$ cat src/rtl/i281_instr_fetch.sv
// i281 instruction fetch: program counter, code word select from the user code
// ROMs, and a one-deep instruction register drained by the decoder via valid/ready.
module i281_instr_fetch #(
  parameter logic [4:0] RESET_PC = 5'd0
) (
  input  logic         Clock,
  input  logic         Reset_n,
  input  logic [255:0] code_low,
  input  logic [255:0] code_high,
  input  logic         run,
  input  logic         step,
  input  logic         redirect_valid,
  input  logic [4:0]   redirect_pc,
  output logic [15:0]  instr,
  output logic [4:0]   instr_pc,
  output logic         instr_valid,
  input  logic         instr_ready,
  output logic [4:0]   pc,
  output logic [15:0]  fetch_count,
  output logic [1:0]   mode
);

  typedef enum logic [1:0] {
    IDLE  = 2'b00,
    RUN   = 2'b01,
    STEP  = 2'b10,
    DRAIN = 2'b11
  } state_t;

  state_t      state, state_next;
  logic        step_q;
  logic        step_edge;
  logic        load_permit;
  logic        load;
  logic        accept;
  logic [7:0]  word_base;
  logic [15:0] word;

  assign word_base = {pc[3:0], 4'b0000};
  assign word      = pc[4] ? code_high[word_base +: 16] : code_low[word_base +: 16];
  assign step_edge = step & ~step_q;
  assign accept    = instr_valid & instr_ready;
  assign load      = load_permit & (~instr_valid | instr_ready) & ~redirect_valid;
  assign mode      = state;

  always_ff @(posedge Clock or negedge Reset_n) begin
    if (!Reset_n) begin
      state  <= IDLE;
      step_q <= 1'b0;
    end else begin
      state  <= state_next;
      step_q <= step;
    end
  end

  // A redirect freezes the state, so an interrupted STEP still owes its load.
  always_comb begin
    state_next = state;
    if (!redirect_valid) begin
      case (state)
        IDLE: begin
          if (run)
            state_next = RUN;
          else if (step_edge)
            state_next = STEP;
        end
        RUN: begin
          if (!run)
            state_next = DRAIN;
        end
        STEP: begin
          if (load)
            state_next = DRAIN;
        end
        DRAIN: begin
          if (!instr_valid || accept)
            state_next = IDLE;
        end
        default: state_next = IDLE;
      endcase
    end
  end

  always_comb begin
    load_permit = 1'b0;
    case (state)
      RUN:     load_permit = 1'b1;
      STEP:    load_permit = 1'b1;
      default: load_permit = 1'b0;
    endcase
  end

  always_ff @(posedge Clock or negedge Reset_n) begin
    if (!Reset_n) begin
      pc          <= RESET_PC;
      instr       <= 16'h0000;
      instr_pc    <= 5'd0;
      instr_valid <= 1'b0;
    end else if (redirect_valid) begin
      pc          <= redirect_pc;
      instr_valid <= 1'b0;
    end else if (load) begin
      instr       <= word;
      instr_pc    <= pc;
      instr_valid <= 1'b1;
      pc          <= pc + 5'd1;
    end else if (accept) begin
      instr_valid <= 1'b0;
    end
  end

  // Accepts count even when a redirect flushes the register in the same cycle.
  always_ff @(posedge Clock or negedge Reset_n) begin
    if (!Reset_n)
      fetch_count <= 16'h0000;
    else if (accept && (fetch_count != 16'hFFFF))
      fetch_count <= fetch_count + 16'h0001;
  end

endmodule

$ cat config.mk
export PLATFORM = sky130hd
export DESIGN_NAME = i281_instr_fetch
export DESIGN_NICKNAME = d
export VERILOG_FILES = /design/src/rtl/i281_instr_fetch.sv
export SDC_FILE = /design/constraint.sdc
export NUM_CORES = 1
export LEC_CHECK = 0
export CAP_MARGIN = 20
export CELL_PAD_IN_SITES_DETAIL_PLACEMENT = 1
export CELL_PAD_IN_SITES_GLOBAL_PLACEMENT = 1
export CORE_AREA = 2 2 223 225
export CTS_BUF_LIST = sky130_fd_sc_hd__clkbuf_4 sky130_fd_sc_hd__clkbuf_8
export DETAILED_ROUTE_END_ITERATION = 16
export DIE_AREA = 0 0 225 227
export PLACE_DENSITY_LB_ADDON = 0.1
export SYNTH_ARGS = -nofsm -noshare
export SYNTH_HDL_FRONTEND = slang
export SYNTH_SLANG_ARGS = --single-unit
$ cat constraint.sdc
create_clock -name Clock -period 1.8 [get_ports Clock]
set_input_delay 0.36 -clock Clock [delete_from_list [all_inputs] [get_ports Clock]]
set_output_delay 0.36 -clock Clock [all_outputs]
set_load 0.03 [all_outputs]
### After elaboration in Yosys (flattened, before gate mapping)

Index checks and enable logic that the tools add are counted.
W data, S select, Z words.

* word-level logic and storage cells: 49
* input port bits: 523
* register bits: 46
* output and inout bits: 45

* bitwise gates (word level): 8
* muxes and demuxes: 13
* shift operators: 2
* equality and inequality tests: 8
* reductions and logical operators: 9
* add/subtract/negate cells: 2

Operators with widths (number)
* $shiftx A256 B9 Y16: 2
* $add A16 B1 Y16 const B: 1
* $mux W16: 1
* $ne A16 B16 Y1 const B: 1
* $mux W2: 5
* $mux W5: 2
* $pmux W2 S4: 1
* $ne A2 B2 Y1 const B: 3
* $add A5 B1 Y5 const B: 1
* $reduce_and A5 Y1: 1
* $and A1 B1 Y1: 4
* $eq A2 B2 Y1 const B: 2
* $mux W1: 4
* $ne A3 B3 Y1 const B: 1
* $not A1 Y1: 3
* $reduce_bool A3 Y1: 1
* $eq A2 B1 Y1 const B: 1
* $logic_not A2 Y1: 1
* $reduce_and A2 Y1: 1
* $reduce_bool A2 Y1: 1
* $reduce_or A2 Y1: 1
* $logic_and A1 B1 Y1: 1
* $logic_not A1 Y1: 1
* $logic_or A1 B1 Y1: 1
* $or A1 B1 Y1: 1

### Logic depth before layout (Yosys ltp)

Gate-level depths: netlist of the first run.

* word-level depth: 7
* gate-level depth with buffers: 8
* mapped depth without buffers: 6

### Least setup slack after synthesis of the first run

No wires, ideal clock.

* path type: register to register
* from: register state[0] (netlist: mode[0])
* to: register instr[15]
* data arrival time: 2.154 ns
* buffers on the path: 1
* clock period less this slack: 2.258 ns
* required time: 1.696 ns
* setup slack: -0.458 ns
* stages on the path, launching flop included: 8
* library setup time: 0.104 ns
* path through: dfrtp_1 inv_1 ha_1 nand2b_1 buf_2 nor4b_1 a32oi_1 o311ai_1

* cells in the longest elaborated chain, start to end: 6
* elaborated cells between the ends (all ways): 7
* classes of those cells: 2 x eq/ne; 1 x mux; 2 x bitwise; 2 x reduce/logical

Ends and longest elaborated chain
* from (decl): RTL line 30 `state_t state, state_next;`
* from (signal assigned): RTL line 51 `state <= state_next;`
* $eq A2 B2 Y1 or $eq A2 B1 Y1 (tied branches): RTL line 86 `case (state)`
* $reduce_or A2 Y1 (no line) (*)
* $mux W1 (*): RTL line 86
* $and A1 B1 Y1 (*) (2 in a row): RTL line 43 `assign load = load_permit & (~instr_valid | instr_ready) & ~redirect_valid;`
* $reduce_and A2 Y1 (no line) (*)
* to (signal assigned): RTL line 103 `instr <= word;`
* to (decl): RTL line 14 `output logic [15:0] instr,`

Mark *: on every way between the ends. The rest lies on a longest branch, timed or not.
A chain may end at the register's enable or synchronous reset.

### Worst setup path after layout of the first run

* from: register pc[4]
* to: register instr[3]

* cells in the longest elaborated chain, start to end: 1

Ends and longest elaborated chain
* from (decl): RTL line 18 `output logic [4:0] pc,`
* from (signal assigned): RTL line 100 `pc <= redirect_pc;`
* from (signal assigned): RTL line 106 `pc <= pc + 5'd1;`
* $mux W16: RTL line 40 `assign word = pc[4] ? code_high[word_base +: 16] : code_low[word_base +: 16];`

Every way passes these cells.

==> results of run 1 <==
## per-layer routing
layer  track usage [%]  up-vias  part of all wire [%]
met4             2.136        2                  0.79
met1             20.46     3846                    40
met5                 0        -                 0.023
li1                  -     3732                     -
met2             34.71      311                    53
met3             4.504       19                   6.7
## layout make-up
cell class	count	area [um2]
clock buffers	6	76.32
diodes	3	7.507
fillers	5456	33900
clock inverters	2	37.54
multi-input cells	494	5394
flip-flops and latches	46	1169
inverters	3	11.26
repair buffers	699	7169
well taps	622	778.2
## power by group
part	internal, uW	switching (uW)	leakage, uW
registers	1430	328	0.000576
clock network	431	430	0.0000548
logic	6570	6260	0.00517
total	8420	7010	0.00580
## kinds of logic (layout without fill, tap and decap cells)
logic type / after synthesis / after routing
fa+ha+maj: 7 / 7
mux: 229 / 229
flops: 46 / 46
compound gates: 130 / 130
other cells: 0 / 3
simple gates: 109 / 109
buf+inv: 63 / 710
xor+xnor: 19 / 19
## worst register-to-register path: cells and delay by family (launching register included)
family                 cells  cell delay (ns)
AOI/OAI and AO/OA          1             0.08
buffers and inverters      3             0.42
DFF                        1             0.53
muxes                      2             0.85
and+or+nand+nor            1             0.08
## Yosys cell counts (all sizes together) (2+ instances only)
cell	count
inv	3
nand2	45
mux4	64
a21oi	18
clkbuf	24
a22oi	64
a32oi	16
o2111ai	2
ha	7
mux2i	148
a211oi	5
xnor2	6
and2	20
nor2	6
nor2b	5
o311ai	16
buf	36
nor4	4
o21ai	7
dfrtp	46
nor3	2
nand4	6
nand2b	4
mux2	17
nor4b	2
and3	4
nand3	6
xor2	13
o211ai	2
## through the flow
stage               hold WS [ns]  total power, uW  instances  area (um2)  setup TNS (ns)
CTS                     0.006137            15050       1859       14260          -4.602
detailed placement        0.3759            13580       1841       13730          -7.394
global placement          0.3711            13520       1841       13730          -7.650
floorplan                0.06441             7572        603        6550          -1.296
global route            0.005439            16500       1874       14640          -5.016
finish                 -0.009030            15440       1875       14640          -3.836
## worst paths after layout
path | from | endpoint | slack (ns) | depth (start not counted)
max reg2reg | pc[4] | instr[3] | -0.28 | 7
max | pc[4] | instr[3] | -0.28 | 7
min | Reset_n | fetch_count[5] | -0.009 | 2
min reg2reg | instr_pc[4] | instr_pc[4] | 0.48 | 2
min in group Clock | instr_pc[4] | instr_pc[4] | 0.48 | 2
max in group asynchronous | Reset_n | pc[0] | 1.51 | 2
## state kept, by name, summed over array words and instances (netlist names)
register     cells
instr_valid      1
step_q           1
instr_pc         5
pc               5
mode             2
instr           16
fetch_count     16
## layout by cell type, fill, tap and decap left out, drive strengths merged, types with 2 or more instances in the layout
cell type	netlist	final
nor4b	2	2
a211oi	5	5
and3	4	4
and2	20	20
a32oi	16	16
mux2i	148	148
xnor2	6	6
ha	7	7
nand3	6	6
clkdlybuf4s50	0	522
a22oi	64	64
dlymetal6s2s	0	3
nor2b	5	5
a21oi	18	18
mux2	17	17
clkbuf	24	10
mux4	64	64
dlygate4sd2	0	36
o311ai	16	16
nand2b	4	4
nand4	6	6
inv	3	3
o2111ai	2	2
nand2	45	45
nor4	4	4
xor2	13	13
nor3	2	2
diode	0	3
buf	36	134
o21ai	7	7
o211ai	2	2
nor2	6	6
dfrtp	46	46
## repair_timing
| item | CTS | global route |
|---|---|---|
| pin swaps | 12 | 15 |
| resized for setup | 102 | 49 |
| endpoints found under the setup margin | 55 | 28 |
| gates cloned | 4 | 3 |
| buffers inserted | 6 | 10 |
| hold endpoints to repair | 0 | 0 |
==> results.json, run 1 <==
{
  "clockBufferDepth": 2,
  "dr_total_vias": 7910,
  "io_buffers": 567,
  "fin_worst_skew_ns": 0.008306,
  "final_util_pct": 30.16,
  "crit_buf_inv": 3,
  "die_y_um": 227,
  "vias_per_cell": 4.219,
  "cts_root_buffer": "clkbuf_8",
  "crit_type": "flip-flop to flip-flop",
  "post-place-ws_ns": -0.4846,
  "synth-adder-area-share_pct": 1.369,
  "hold_viol": 5,
  "die-area_um2": 51080,
  "cp_slowest_stage_delay_ns": 0.53,
  "hpwl_um": 41850,
  "cp_top_family": "multiplexers",
  "cpMostUsedCell": "buf_12",
  "drc": 0,
  "violations": "hold timing, setup timing",
  "antenna_found_initial": 4,
  "routed_wirelength_um": 48290,
  "ir_drop_v": 0.0003770,
  "grt_pass1_wl_um": 65560,
  "synthCells": 603,
  "synth_top_cell_area_share_pct": 23.16,
  "place.gp.congestion": 0.7844,
  "tightest_slew_ns": 0.5031,
  "drtIter0Drc": 213,
  "row_count": 81,
  "setup_viol": 16,
  "ys_types": 41,
  "clock_latency_ns": 0.33,
  "maxCapViolations": 0,
  "cp.required_ns": 2.00,
  "maxSlewHeadroom_pct": 66.46,
  "grt_overflow": 0,
  "cp_max_fo": 7,
  "numClockSinks": 46,
  "layout_setup_ws_ns": -0.2818,
  "core_area_um2": 48550,
  "io_pins": 568,
  "drv_slew": 0,
  "ys_seq_area_share_pct": 18.00,
  "critical_path.cell_chain": "buf_12, buf_12, buf_12, mux4_2, mux2_4, nand2_4, o311ai_4",
  "initial_core_util_pct": 13.18,
  "cp-start-kind": "flip-flop",
  "final_net_count": 1779,
  "status": "finished, violations left",
  "clk_pin_slew_ns": 0.10,
  "routedWlPerCell_um": 25.75,
  "arrival_ns": 2.28,
  "drtPass1Iterations": 5,
  "async_flop_share_pct": 100.0,
  "syn_area_um2": 6396,
  "syn_to_final_growth_pct": 128.9,
  "ys_ff_latch": 46,
  "synthMuxAreaShare_pct": 48.69,
  "grt_use_total_pct": 18.03,
  "synth-main-ff-cell": "dfrtp_1",
  "p_per_area_nw_per_um2": 1054,
  "period_share_pct": 115.7,
  "crit_slowest_cell": "dfrtp_4",
  "syn_avg_cell_area_um2": 10.61,
  "rsz0062_at_grt": "true",
  "synth_edf_count": 0,
  "finalCriticalPeriod_ns": 2.082,
  "timing.hold.worst.class": "primary input to asynchronous set/reset pin",
  "yosysTopAreaCell": "mux2i_1",
  "die_x_um": 225,
  "synth.area.top_cells": "mux2i_1, mux4_2, dfrtp_1",
  "h-tree-depth": 2,
  "synth_top_family_by_area": "multiplexers",
  "leakagePower_uw": 0.005796,
  "cts_tree": "built",
  "endpoint_kind": "flip-flop",
  "synthSimpleGateAreaFrac_pct": 9.057,
  "holdWs_ns": -0.009030,
  "synth-compound-area-share_pct": 14.95,
  "synthesis.nets": 1133,
  "synth-xor-area-share_pct": 2.602,
  "grt_pass1_vias": 8996,
  "grt_max_degree": 47,
  "max_freq_ghz": 0.4804,
  "hold_buffers": 0,
  "postRouteAntennaNets": 0,
  "ys.warnings.count": 0,
  "cts_buffers": 5,
  "drive_gt1_share_pct": 25.04
}
(Power assumes the default switching activity.)
==> run 2: changes to the inputs <==
GPL_TIMING_DRIVEN = 0   (was default)
==> run 2 against run 1 <==
Largest cell class unchanged. Clock power decreased by 10%. Clock-buffer cell count grew 1. Routed wire length grew 5.5%. Non-clock buffer count down 45. Worst hold slack improved by 0.49 ns. The run ends with setup timing left. Worst setup slack worse by 0.0022 ns. Total power up 1.2%. Sequential share of layout area down 0.14 points. Die area unchanged. Core utilization rose by 0.29 points. Largest power group unchanged. Design area increased by 0.97%.
==> results.json, run 2 (synthesis results as in run 1) <==
{
  "clock_latency_ns": 0.33,
  "timing.hold.worst.class": "flip-flop to flip-flop",
  "reg_top3": "fetch_count (16), instr (16)",
  "drtPass1Iterations": 4,
  "crit_slowest_cell": "mux4_2",
  "drive_gt1_share_pct": 26.14,
  "leakagePower_uw": 0.005649,
  "routedWlPerCell_um": 27.79,
  "drv_slew": 0,
  "hpwl_um": 44410,
  "routed_wirelength_um": 50960,
  "fin_worst_skew_ns": 0.01423,
  "ir_drop_v": 0.0003050,
  "die-area_um2": 51080,
  "cp.required_ns": 2.01,
  "seqCellArea_um2": 1160,
  "hold_viol": 0,
  "maxCapViolations": 0,
  "period_share_pct": 115.8,
  "drtIter0Drc": 246,
  "crit_type": "flip-flop to flip-flop",
  "antenna_found_initial": 9,
  "path_depth": 8,
  "vias_per_cell": 4.323,
  "cts_root_buffer": "clkbuf_8",
  "critical_path.cell_chain": "buf_12, buf_12, buf_12, buf_6, mux4_2, mux2_4, nand2_4, o311ai_2",
  "cts_buffers": 5,
  "cp-start-kind": "flip-flop",
  "post-place-ws_ns": -1.093,
  "row_count": 81,
  "clockBufferDepth": 2,
  "postRouteAntennaNets": 0,
  "core_area_um2": 48550,
  "rrSetupSlack_ns": -0.28,
  "status": "finished, violations left",
  "final_net_count": 1734,
  "cp_slowest_stage_delay_ns": 0.50,
  "layout_commonest_cell": "clkdlybuf4s50_1",
  "endpoint_kind": "flip-flop",
  "place.gp.congestion": 0.8199,
  "drc": 0,
  "cp_top_family": "multiplexers",
  "max_freq_ghz": 0.4799,
  "cts_tree": "built",
  "grt_overflow": 0,
  "final_cell_mix": "clkdlybuf4s50_1, mux2i_1, mux4_2",
  "io_pins": 568,
  "io_buffers": 567,
  "crit_start": "pc[4]",
  "grt_pass1_wl_um": 69040,
  "final_util_pct": 30.46,
  "arrival_ns": 2.29,
  "numClockSinks": 46,
  "rsz0062_at_grt": "true",
  "dr_total_vias": 7929,
  "worstReg2RegStart": "pc[4]",
  "num-fill-cells": 5351,
  "grt_use_total_pct": 19.30,
  "crit_end": "instr[12]",
  "finalCriticalPeriod_ns": 2.084,
  "crit_buf_inv": 4,
  "syn_to_final_growth_pct": 131.2,
  "holdWs_ns": 0.4857,
  "cpMostUsedCell": "buf_12",
  "violations": "setup timing",
  "r2r_end": "instr[12]",
  "grt_max_degree": 32,
  "grt_pass1_vias": 9021,
  "r2r_cells": 8,
  "maxSlewHeadroom_pct": 60.99,
  "die_y_um": 227,
  "p_per_area_nw_per_um2": 1057,
  "die_x_um": 225,
  "cp_max_fo": 6,
  "tightest_slew_ns": 0.5833,
  "setup_viol": 16,
  "hp-start": "instr_pc[3]",
  "clk_pin_slew_ns": 0.11,
  "layout_setup_ws_ns": -0.2839,
  "initial_core_util_pct": 13.18,
  "h-tree-depth": 2,
  "multi_input_area_um2": 5941
}
==> run 2: final cells by class <==
class,count,share of cell area (%)
clock inverters,1,0.05924
clock buffers,7,0.6093
flip-flops and latches,46,7.845
inverters,3,0.07616
diodes,7,0.1185
multi-input cells,494,40.18
repair buffers,597,41.32
well taps,622,5.264
plain buffers,57,4.527
==> run 2: worst reg2reg max path, stage by stage (launching register included) <==
cell and delay [ns]:
dfrtp_2 0.43, buf_12 0.15, buf_12 0.15, buf_12 0.15, buf_6 0.11, mux4_2 0.50
mux2_4 0.30, nand2_4 0.08, o311ai_2 0.08
==> run 2: how the worst min path moves through the flow <==
stage / to / slack [ns] / cells after the start
2_1_floorplan: fetch_count[0] / 0.06 / 0
5_1_grt: step_q / 0.50 / 1
3_3_place_gp: instr_pc[3] / 0.47 / 2
4_1_cts: fetch_count[7] / 0.49 / 2
6_report: instr_pc[3] / 0.49 / 2
3_5_place_dp: fetch_count[7] / 0.33 / 1
==> run 2: power breakdown <==
part | internal, uW | switching, uW
clock | 335 | 439
sequential | 1410 | 364
combinational | 6240 | 6840
==> run 2: timing repair <==
action                                  in CTS  in global routing
gates resized for setup                    250                 69
gates cloned                                 6                  0
hold endpoints to repair                    15                  0
pin swaps                                   24                 16
buffers inserted                            21                  2
endpoints found under the setup margin      65                 42
hold buffers                                 1                  0
==> run 2: metrics by stage <==
stage / total power [uW] / instances / cell area, um2 / TNS (ns)
6_report: 15620 / 1834 / 14790 / -3.760
5_1_grt: 16590 / 1832 / 14780 / -5.130
4_1_cts: 15540 / 1826 / 14490 / -4.517
3_5_place_dp: 12580 / 1793 / 13020 / -20.13
3_3_place_gp: 12490 / 1792 / 13000 / -86.67
2_1_floorplan: 7572 / 603 / 6550 / -1.296
==> run 2: metal layers <==
metal	share of wire, %	GRT usage (%)	up-vias	routed length (um)
li1	-	-	3668	-
met1	39	22.25	3916	20090
met2	53	36.61	315	27130
met3	6.4	4.504	24	3245
met4	0.91	3.076	6	462
met5	0.078	0	-	40
==> run 3: changes to the inputs <==
TNS_END_PERCENT = 10   (was default)
clock period = 2.67 ns   (was 1.8 ns; I/O delays follow)
==> run 3 against run 2 <==
Worst setup slack better by 0.40 ns. Clock-buffer cell count decreased by 2. Routed wire length shrank 3.5%. Largest cell class unchanged. Combinational power decreased by 47%. Critical path type unchanged. Clock power is 22% lower. The run now ends clean.
==> results.json, run 3 (synthesis results as in run 1) <==
{
  "post_cts_buffers": 0,
  "clock_latency_ns": 0.33,
  "drc": 0,
  "crit_slowest_cell": "a32oi_1",
  "drive_gt1_share_pct": 12.68,
  "ir_drop_v": 0.0002850,
  "vias_per_cell": 4.222,
  "io_pins": 568,
  "hpwl_um": 43060,
  "r2r_cells": 8,
  "finalSetupTns_ns": 0,
  "fin_worst_skew_ns": 0.01507,
  "final_cell_mix": "clkdlybuf4s50_1, mux2i_1, a22oi_1, mux4_2",
  "grt_use_total_pct": 18.54,
  "layout_commonest_cell": "clkdlybuf4s50_1",
  "cp.required_ns": 2.88,
  "status": "finished, final reports clean",
  "syn_to_final_growth_pct": 104.3,
  "num-fill-cells": 5494,
  "post-place-ws_ns": -0.2626,
  "grt_pass1_vias": 8758,
  "p_per_area_nw_per_um2": 664.3,
  "clockBufferDepth": 2,
  "worstReg2RegStart": "pc[4]",
  "routed_wirelength_um": 49180,
  "setup_viol": 0,
  "layout_setup_ws_ns": 0.1188,
  "cpMostUsedCell": "buf_4",
  "grt_max_degree": 31,
  "maxCapViolations": 0,
  "hold_viol": 0,
  "place.gp.congestion": 0.8092,
  "fin_cells": 1809,
  "arrival_ns": 2.76,
  "crit_type": "flip-flop to flip-flop",
  "die_y_um": 227,
  "cts_tree": "built",
  "cts_buffers": 5,
  "tightest_slew_ns": 0.7527,
  "period_share_pct": 95.55,
  "endpoint_kind": "flip-flop",
  "multi_input_area_um2": 4938,
  "grt_pass1_wl_um": 66780,
  "leakagePower_uw": 0.004899,
  "dpl.cell_count": 1797,
  "cts_root_buffer": "clkbuf_8",
  "r2r_end": "instr[5]",
  "final_net_count": 1712,
  "drv_slew": 0,
  "drtPass1Iterations": 6,
  "maxSlewHeadroom_pct": 49.82,
  "antenna_found_initial": 4,
  "initial_core_util_pct": 13.18,
  "io_buffers": 567,
  "drtIter0Drc": 283,
  "postRouteAntennaNets": 0,
  "reg_top3": "fetch_count (16), instr (16)",
  "rsz0062_at_grt": "true",
  "critical_path.cell_chain": "buf_4, buf_4, buf_4, buf_4, mux2i_2, a22oi_1, a32oi_1, o311ai_1",
  "cp_slowest_stage_delay_ns": 0.39,
  "cp_max_fo": 10,
  "grt_overflow": 0,
  "routedWlPerCell_um": 27.18,
  "core_area_um2": 48550,
  "h-tree-depth": 2,
  "finalPower_uw": 8681,
  "seqCellArea_um2": 1152,
  "clk_pin_slew_ns": 0.12,
  "dr_total_vias": 7637,
  "max_freq_ghz": 0.3920,
  "die-area_um2": 51080,
  "timing.hold.worst.class": "primary input to asynchronous set/reset pin",
  "cp-start-kind": "flip-flop",
  "rrSetupSlack_ns": 0.12,
  "numClockSinks": 46,
  "row_count": 81,
  "finalCriticalPeriod_ns": 2.551,
  "die_x_um": 225
}
==> run 3: cell count changes in the layout (fill, tap and decap cells not counted), moves of 18 or more <==
cell	delta
buf_12	-18
dlygate4sd2_1	-36
a22oi_1	+26
mux2i_1	+27
a22oi_2	-26
clkdlybuf4s50_1	+42
==> run 3: critical path, delay by kind of cell (launching register included) <==
kind / cells / cell delay [ns]
mux: 1 / 0.33
compound gates: 3 / 0.69
buf+inv: 4 / 1.02
flops: 1 / 0.37
==> run 3: metrics by stage <==
stage	cell area (um2)	utilization, %	hold WS, ns
5_1_grt	13070	26.92	0.1240
3_5_place_dp	12900	26.57	0.4765
2_1_floorplan	6396	-	0.2384
6_report	13070	26.92	0.1229
3_3_place_gp	12850	26.47	0.4661
4_1_cts	13030	26.84	0.1226
==> run 3: how the worst max path moves through the flow <==
stage,from,endpoint,slack [ns],cells past startpoint
2_1_floorplan,mode[0],instr[15],0.41,7
4_1_cts,mode[1],instr[13],0.02,8
5_1_grt,pc[4],instr[4],-0.02,8
6_report,pc[4],instr[5],0.12,8
3_3_place_gp,instr_ready,instr[15],-1.02,6
3_5_place_dp,instr_ready,instr[13],-0.26,7
==> run 3: layout make-up <==
cell class / instances / area share, %
well taps: 622 / 5.955
multi-input cells: 494 / 37.79
plain buffers: 60 / 2.623
diodes: 4 / 0.07659
inverters: 3 / 0.08617
clock inverters: 3 / 0.3734
clock buffers: 5 / 0.5266
flip-flops and latches: 46 / 8.818
repair buffers: 572 / 43.75
==> run 3: what timing repair did <==
| item | in CTS | in global routing |
|---|---|---|
| hold endpoints to repair | 0 | 0 |
| setup endpoints to repair | 15 | 14 |
| hold buffers | 0 | 0 |
| gates cloned | 0 | 0 |
| gates resized for setup | 6 | 13 |
==> run 3: routing by layer <==
metal / track usage (%) / wire (um)
met5: 0 / 12
met4: 2.542 / 512
met3: 3.949 / 3262
met2: 34.86 / 25680
met1: 22.00 / 19700
==> run 3: power breakdown <==
part	switching, uW	internal (uW)	leakage [uW]
combinational	3830	3060	0.00426
clock	319	286	0.0000563
sequential	237	944	0.000583
total	4390	4290	0.00490
